### src/rtl/ps2_mouse_tracker.sv
// PS/2 mouse packet framer and clamped absolute-position tracker.
// Optional 4-byte IntelliMouse framing with wheel output when PS2_WHEEL_EN is defined.
module ps2_mouse_tracker #(
    parameter int X_MAX       = 639,
    parameter int Y_MAX       = 479,
    parameter int POS_W       = 10,
    parameter int Y_INVERT    = 1,
    parameter int TIMEOUT_CYC = 54000
) (
    input  logic             clk,
    input  logic             rst,
    input  logic [7:0]       rx_data,
    input  logic             rx_ready,
    input  logic             rx_error,
    input  logic             recenter,
    output logic [POS_W-1:0] pos_x,
    output logic [POS_W-1:0] pos_y,
    output logic [8:0]       delta_x,
    output logic [8:0]       delta_y,
    output logic [2:0]       buttons,
`ifdef PS2_WHEEL_EN
    output logic [3:0]       wheel_delta,
`endif
    output logic             packet_valid,
    output logic             sync_error
);

    // state | meaning
    // HDR   | waiting for a header byte (bit 3 set)
    // BX    | waiting for the X delta byte
    // BY    | waiting for the Y delta byte
    // BZ    | waiting for the wheel byte (wheel builds only)
    // UPD   | one cycle: registered outputs and position update
    typedef enum logic [2:0] {
        HDR,
        BX,
        BY,
`ifdef PS2_WHEEL_EN
        BZ,
`endif
        UPD
    } state_t;

    localparam int SW    = POS_W + 2;
    localparam int TMR_W = (TIMEOUT_CYC > 2) ? $clog2(TIMEOUT_CYC) : 1;

    localparam logic [TMR_W-1:0]    TMR_LOAD = TMR_W'(TIMEOUT_CYC - 1);
    localparam logic [POS_W-1:0]    X_CTR    = POS_W'(X_MAX / 2);
    localparam logic [POS_W-1:0]    Y_CTR    = POS_W'(Y_MAX / 2);
    localparam logic [POS_W-1:0]    X_MAX_P  = POS_W'(X_MAX);
    localparam logic [POS_W-1:0]    Y_MAX_P  = POS_W'(Y_MAX);
    localparam logic signed [SW-1:0] X_MAX_S = SW'(X_MAX);
    localparam logic signed [SW-1:0] Y_MAX_S = SW'(Y_MAX);

    state_t             state, state_nxt;
    logic [TMR_W-1:0]   tmr, tmr_nxt;
    logic               sync_err_nxt;
    logic               abort;
    logic               byte_ok;

    // header stored without bit 3: {y_ovf, x_ovf, y_sign, x_sign, M, R, L}
    logic [6:0]         hdr_q;
    logic [7:0]         bx_q;
    logic [7:0]         by_q;
`ifdef PS2_WHEEL_EN
    logic [3:0]         bz_q;
`endif

    logic [8:0]         dx_now;
    logic [8:0]         dy_now;
    logic signed [SW-1:0] dx_ext;
    logic signed [SW-1:0] dy_ext;
    logic signed [SW-1:0] px_ext;
    logic signed [SW-1:0] py_ext;
    logic signed [SW-1:0] nx;
    logic signed [SW-1:0] ny;
    logic [POS_W-1:0]   x_clamped;
    logic [POS_W-1:0]   y_clamped;

    assign byte_ok = rx_ready & ~rx_error;

    always_ff @(posedge clk) begin
        if (rst) begin
            state <= HDR;
            tmr   <= '0;
        end else begin
            state <= state_nxt;
            tmr   <= tmr_nxt;
        end
    end

    always_comb begin
        state_nxt    = state;
        tmr_nxt      = tmr;
        sync_err_nxt = 1'b0;
        abort        = 1'b0;
        case (state)
            HDR: begin
                tmr_nxt = '0;
                if (rx_error) begin
                    sync_err_nxt = 1'b1;
                end else if (rx_ready) begin
                    if (rx_data[3]) begin
                        state_nxt = BX;
                        tmr_nxt   = TMR_LOAD;
                    end else begin
                        sync_err_nxt = 1'b1;
                    end
                end
            end
            BX, BY
`ifdef PS2_WHEEL_EN
            , BZ
`endif
            : begin
                if (rx_error || (!rx_ready && tmr == '0)) begin
                    abort = 1'b1;
                end else if (rx_ready) begin
                    tmr_nxt = TMR_LOAD;
                    case (state)
                        BX:      state_nxt = BY;
`ifdef PS2_WHEEL_EN
                        BY:      state_nxt = BZ;
`else
                        BY:      state_nxt = UPD;
`endif
                        default: state_nxt = UPD;
                    endcase
                end else begin
                    tmr_nxt = tmr - 1'b1;
                end
            end
            UPD: begin
                state_nxt = HDR;
                tmr_nxt   = '0;
            end
            default: begin
                state_nxt = HDR;
                tmr_nxt   = '0;
            end
        endcase
        if (abort) begin
            state_nxt    = HDR;
            tmr_nxt      = '0;
            sync_err_nxt = 1'b1;
        end
    end

    always_ff @(posedge clk) begin
        if (rst) begin
            hdr_q <= '0;
            bx_q  <= '0;
            by_q  <= '0;
`ifdef PS2_WHEEL_EN
            bz_q  <= '0;
`endif
        end else if (byte_ok) begin
            case (state)
                HDR: if (rx_data[3]) hdr_q <= {rx_data[7:4], rx_data[2:0]};
                BX:  bx_q <= rx_data;
                BY:  by_q <= rx_data;
`ifdef PS2_WHEEL_EN
                BZ:  bz_q <= rx_data[3:0];
`endif
                default: ;
            endcase
        end
    end

    // An overflowed axis contributes a zero delta, which leaves its position as is.
    assign dx_now = hdr_q[5] ? 9'd0 : {hdr_q[3], bx_q};
    assign dy_now = hdr_q[6] ? 9'd0 : {hdr_q[4], by_q};
    assign dx_ext = SW'($signed(dx_now));
    assign dy_ext = SW'($signed(dy_now));
    assign px_ext = $signed({2'b00, pos_x});
    assign py_ext = $signed({2'b00, pos_y});
    assign nx     = px_ext + dx_ext;
    assign ny     = (Y_INVERT != 0) ? (py_ext - dy_ext) : (py_ext + dy_ext);

    always_comb begin
        x_clamped = nx[POS_W-1:0];
        if (nx[SW-1]) begin
            x_clamped = '0;
        end else if (nx > X_MAX_S) begin
            x_clamped = X_MAX_P;
        end
        y_clamped = ny[POS_W-1:0];
        if (ny[SW-1]) begin
            y_clamped = '0;
        end else if (ny > Y_MAX_S) begin
            y_clamped = Y_MAX_P;
        end
    end

    always_ff @(posedge clk) begin
        if (rst) begin
            pos_x        <= X_CTR;
            pos_y        <= Y_CTR;
            delta_x      <= '0;
            delta_y      <= '0;
            buttons      <= '0;
`ifdef PS2_WHEEL_EN
            wheel_delta  <= '0;
`endif
            packet_valid <= 1'b0;
            sync_error   <= 1'b0;
        end else begin
            packet_valid <= (state == UPD);
            sync_error   <= sync_err_nxt;
            if (state == UPD) begin
                delta_x     <= dx_now;
                delta_y     <= dy_now;
                buttons     <= hdr_q[2:0];
`ifdef PS2_WHEEL_EN
                wheel_delta <= bz_q;
`endif
            end
            if (recenter) begin
                pos_x <= X_CTR;
                pos_y <= Y_CTR;
            end else if (state == UPD) begin
                pos_x <= x_clamped;
                pos_y <= y_clamped;
            end
        end
    end

endmodule

### config.mk
export PLATFORM = sky130hd
export DESIGN_NAME = ps2_mouse_tracker
export DESIGN_NICKNAME = d
export VERILOG_FILES = /design/src/rtl/ps2_mouse_tracker.sv
export SDC_FILE = /design/constraint.sdc
export NUM_CORES = 1
export LEC_CHECK = 0
export CAP_MARGIN = 20
export CORE_MARGIN = 1.5
export CORE_UTILIZATION = 50
export CTS_CLUSTER_DIAMETER = 60
export DETAILED_ROUTE_END_ITERATION = 16
export PLACE_DENSITY = 0.79
export RECOVER_POWER = 25
export SYNTH_ARGS = -nofsm -noshare
export SYNTH_HDL_FRONTEND = slang
export SYNTH_SLANG_ARGS = --single-unit
### constraint.sdc
create_clock -name clk -period 3.1 [get_ports clk]
set_input_delay 0.93 -clock clk [delete_from_list [all_inputs] [get_ports clk]]
set_output_delay 0.93 -clock clk [all_outputs]
set_load 0.005 [all_outputs]
# ---- Word-level counts from Yosys, hierarchy flattened
# Index checks and enable logic that the tools add are counted.
dict set report classes {
  muxes 26
  n_eq_ne 8
  n_reduce_logical 12
  magnitude_cmp 2
  bitwise_logic 2
  n_addsub 3
}
# operator n
set op_table {}
lappend op_table {{two-way mux 16 bit} 5}
lappend op_table {{two-way mux 10 bit} 4}
lappend op_table {{case mux 16 bit (2 select lines)} 1}
lappend op_table {{two-way mux 9 bit} 2}
lappend op_table {{logical NOT 16 bit} 1}
lappend op_table {{subtractor 16 x 1 -> 16 bit, second input constant} 1}
lappend op_table {{two-way mux 3 bit} 5}
lappend op_table {{adder 11 x 9 -> 12 bit} 1}
lappend op_table {{> comparator 12 x 10 -> 1 bit, second input constant} 1}
lappend op_table {{> comparator 12 x 11 -> 1 bit, second input constant} 1}
lappend op_table {{subtractor 11 x 9 -> 12 bit} 1}
lappend op_table {{!= test 2 bit, second input constant} 5}
lappend op_table {{two-way mux 1 bit} 8}
lappend op_table {{equality test 3 x 2 -> 1 bit, second input constant} 2}
lappend op_table {{case mux 3 bit (2 select lines)} 1}
lappend op_table {{OR reduction 2 bit} 3}
lappend op_table {{AND reduction 5 bit} 1}
lappend op_table {{AND reduction 2 bit} 2}
lappend op_table {{equality test 3 x 1 -> 1 bit, second input constant} 1}
lappend op_table {{logical NOT 3 bit} 1}
lappend op_table {{AND reduction 3 bit} 1}
lappend op_table {{bitwise AND 1 bit} 1}
lappend op_table {{logical AND 1 bit} 1}
lappend op_table {{logical NOT 1 bit} 1}
lappend op_table {{2 further kinds} 2}
dict set report totals {
  word_cells 65
  inputBits 13
  regBits 85
  output_inout_bits 43
}

# ---- Logic depth before layout (Yosys ltp)
dict set report logic_depth {
  depth_word 6
  depth_mapped 12
  ltp_nobuf 11
}

# ---- Least setup slack after synthesis
# Ideal clock, no wire load.
dict set report synth_path {
  path_type {register -> register}
  startpoint {reg hdr_q[5]}
  endpoint {reg pos_x[1]}
  n_path_buf 0
  path_slack_ns 0.353
  t_arrival_ns 2.603
  setup_ns 0.144
  period_less_slack_ns 2.747
  required_time_ns 2.956
  path_stages_with_launch 11
  cell_sequence {dfxtp_1 -> nand2b_1 -> inv_1 -> ha_1 -> a211oi_1 -> o211ai_2 -> a21boi_2 -> mux2_2 -> a311o_2 -> a211oi_2 -> o221ai_1}
}
dict set report synth_between {
  elab_chain_cells 5
}
# element line
set synth_rtl {}
lappend synth_rtl {{from (decl)} 62} ;# logic [6:0] hdr_q;
lappend synth_rtl {{from (signal assigned)} 159} ;# HDR: if (rx_data[3]) hdr_q <= {rx_data[7:4], rx_data[2:0]};
lappend synth_rtl {{two-way mux 9 bit *} 171} ;# assign dx_now = hdr_q[5] ? 9'd0 : {hdr_q[3], bx_q};
lappend synth_rtl {{via dx_now[1]} 69} ;# logic [8:0] dx_now;
lappend synth_rtl {{adder 11 x 9 -> 12 bit *} 177} ;# assign nx = px_ext + dx_ext;
lappend synth_rtl {{> comparator 12 x 11 -> 1 bit} 184} ;# end else if (nx > X_MAX_S) begin
lappend synth_rtl {{two-way mux 10 bit} 184}
lappend synth_rtl {{two-way mux 10 bit *} 182} ;# if (nx[SW-1]) begin
lappend synth_rtl {{to (signal assigned)} 222} ;# pos_x <= x_clamped;
lappend synth_rtl {{to (decl)} 16} ;# output logic [POS_W-1:0] pos_x,
# The timed path passes the listed nets; every way through them passes the cells marked *.
# A chain may end at the register's enable or synchronous reset.

# ---- Worst setup path in the final report
# Ends and elaborated chain as after synthesis.

==> impl_results.md <==
- Outcome: complete, but fails checks
- Failing checks: max-capacitance violations, max-slew violations
- Top FF cell, synth: dfxtp_1
- Min cycle time layout: 2950 ps
- Mapped cell area: 4630 µm²
- DR DRC count: 0
- DR vias/cell: 5.79
- Slew HR: -7.76%
- WHS Path Cells: 2
- Gr usage total: ~22%
- Fraction of layout cells with a size suffix above 1: 8.35%
- Hold EP: bx_q[6]
- I/O pins: 56
- NumNets Final: 652
- Final worst slack: 154 ps
- Root buffer cell: clkbuf_8
- Drt pass-1 iters: 5
- Skew final: 7.02 ps
- R2r startpoint: hdr_q[5]
- Final Hold Fails: 0
- Synth Register Bits: between 80 and 90
- DR vias: 4161
- RSZ-0062 raised after global routing: no
- Die ar.: 9860 µm²
- Post-synth EDFFs: 0
- Cell Pwr Density: 571 nW/µm²
- Crit start category: register
- CTS Buf Count: 9
- Tightest Pin Transition: ~1600 ps
- WP data required: ~3300 ps
- Post-synth cell types: 64
- Reg2Reg Depth: 9
- Max Root-Sink Buffers: 2
- Path type of the worst min-delay path: reg -> reg
- Max cap viols: 1
- Port bufs: 55
- Iteration-0 DRC Markers: 188
- Syn Nets: 601
- Leak Pwr: about 2.0 nW
- Avg Inst Size Synth: 8.35 µm²
- Layout area overhead: 19.0%
- Final ANT Viol Nets: 0
- Starting Density: between 50% and 60%
- Rows: 34
- Setup WS pre-CTS: 58.5 ps
- Part of the power in registers: roughly 39%
- Average wire per standard cell: 15.0 µm
- Most frequent cells in the layout: 83 x dfxtp_1, 68 x a21oi_1, 58 x nand2_1
- First-pass GRT wire length: 18100 µm
- Height of the die: 99.3 µm
- Setup TNS: 0 ps
- Critical path arrival: between 3000 and 4000 ps
- H-tree Lvls: 3
- Antenna diode count: 0
- CTS tree: yes
- Period utilisation layout: 95.0%
- Gr ovfl total: 0
- Post-synthesis async set-or-reset flop share: 0%
- Clk pwr share: 26.8%
- Final WL: between 10000 and 15000 µm
- Vias in the first global route: around 4000
- Max IR drop VDD: 0.526 mV
- Switching power: 0.00105 W
- Critical path class: reg -> reg
- Sw Share: 33.5%
- Most common cell after layout, fill and taps aside: dfxtp_1
- Flop-to-flop setup slack: around 150 ps
- Nature of the critical path endpoint: register
- Logic pwr share: 33.8%
- Number of max-slew violations in the final report: 25
- Initial antenna violation count: 0
- Cells after Synth: 555
- Clk sink count: 84
- Worst r2r dst: pos_x[1]
- Pin count of the biggest net entering global routing: 38
- Core Region: 8850 µm²
- Highest Clock Rate: 339 MHz
- Clk Latency, worst-skew pair: 350 ps
- RD Place Congestion: 0.948
- Warnings, synthesis: 0
- Hold path start: bx_q[6]
- Setup Viol. Count Final: 0
- Die X: 99.3 µm
- Sequential area share after synthesis: 36.3%
- Max FO, Critical Path: 10
- Int Pwr: 0.00209 W
- Final HPWL DP: 8150 µm
- Clock slew at reported path FFs: ~80 ps
## synthesized netlist by cell type (4+ instances only)
library cell / instances / area share (%)
a21oi_1: 68 / 7.3
a211o_1: 6 / 1.1
xnor2_1: 24 / 4.5
nand3_1: 20 / 2.2
nor2_1: 48 / 3.9
o21a_1: 4 / 0.65
or2_2: 9 / 1.2
dfxtp_1: 84 / 36
o21ai_1: 6 / 0.65
inv_1: 19 / 1.5
nand2_1: 58 / 4.7
a211oi_1: 8 / 1.3
nand2b_1: 15 / 2.0
ha_1: 31 / 8.4
nor3_1: 13 / 1.4
o21ai_0: 22 / 2.4
nor2b_1: 11 / 1.5
mux2i_1: 15 / 3.2
nor4_1: 5 / 0.67
clkbuf_1: 18 / 1.5
xor2_1: 8 / 1.5
## cell families after synthesis
family	synth area share, %
multiplexers	3.48
AND/OR/NAND/NOR	20.5
flip-flops	36.3
adder cells (fa/ha/maj)	9.23
buffers and inverters	3.64
XOR/XNOR	6.05
AO/OA/AOI/OAI	20.8
## worst max-delay path, stage by stage, from the launching register on
cell	delay, ps
dfxtp_2	370
nor2b_1	290
ha_1	350
a21oi_1	250
o211ai_2	170
a21boi_2	240
mux2_2	360
a311o_2	430
a211oi_2	200
o221ai_1	110
## power groups by stage
stage / clock, W / sequential, W / combinational (W)
after detailed placement: 0 / 0.00126 / 0.00105
after CTS: 0.000866 / 0.00124 / 0.00106
after global routing: 0.000905 / 0.00125 / 0.00119
after floorplan: 0 / 0.00125 / 0.000843
after global placement: 0 / 0.00126 / 0.00101
final: 0.000844 / 0.00124 / 0.00106
## stage by stage
stage,cells,hold slack [ps],cell area [µm²],power [W],utilization (%)
2_1_floorplan,555,432,4630,0.00209,-
3_3_place_gp,703,443,5290,0.00227,59.8
3_5_place_dp,703,449,5290,0.00232,59.8
4_1_cts,719,460,5500,0.00317,62.2
5_1_grt,719,481,5520,0.00335,62.3
6_report,719,458,5520,0.00315,62.3
## flip-flops by register name, summed over array words and instances, names as in the netlist
| register | flops |
|---|---|
| delta_x | 9 |
| delta_y | 9 |
| hdr_q | 7 |
| pos_y | 10 |
| bx_q | 8 |
| by_q | 8 |
| sync_error | 1 |
| state | 2 |
| tmr | 16 |
| pos_x | 10 |
| buttons | 3 |
| packet_valid | 1 |
## routing by layer
metal | share of wire, % | vias up | track usage, %
met3 | 5.0 | 15 | 4.71
met5 | 0 | - | 0
met1 | 45 | 1969 | 29.1
met4 | 1.0 | 0 | 5.96
met2 | 49 | 117 | 38.1
li1 | - | 2060 | -
## area by class of cell
class / count / area, µm²
tap: 108 / 135
clock buffer: 10 / 128
fill: 772 / 3330
inverter: 20 / 75.1
timing repair buffer: 64 / 606
sequential: 84 / 1680
multi-input combinational: 427 / 2800
clock inverter: 6 / 87.6
## worst max-delay path by stage
stage | start | to | cells after the start
5_1_grt | hdr_q[6] | pos_y[4] | 10
4_1_cts | hdr_q[5] | pos_x[0] | 9
6_report | hdr_q[5] | pos_x[1] | 9
3_3_place_gp | hdr_q[5] | pos_x[1] | 10
2_1_floorplan | hdr_q[5] | pos_x[1] | 10
3_5_place_dp | hdr_q[5] | pos_x[0] | 9
## what timing repair did
item,in CTS,in global routing
endpoints found under the setup margin,0,17
buffers inserted,0,0
hold buffers,0,0
hold endpoints to repair,0,0
gates resized for setup,0,5
Note: power is estimated with default switching activity, not from simulation.
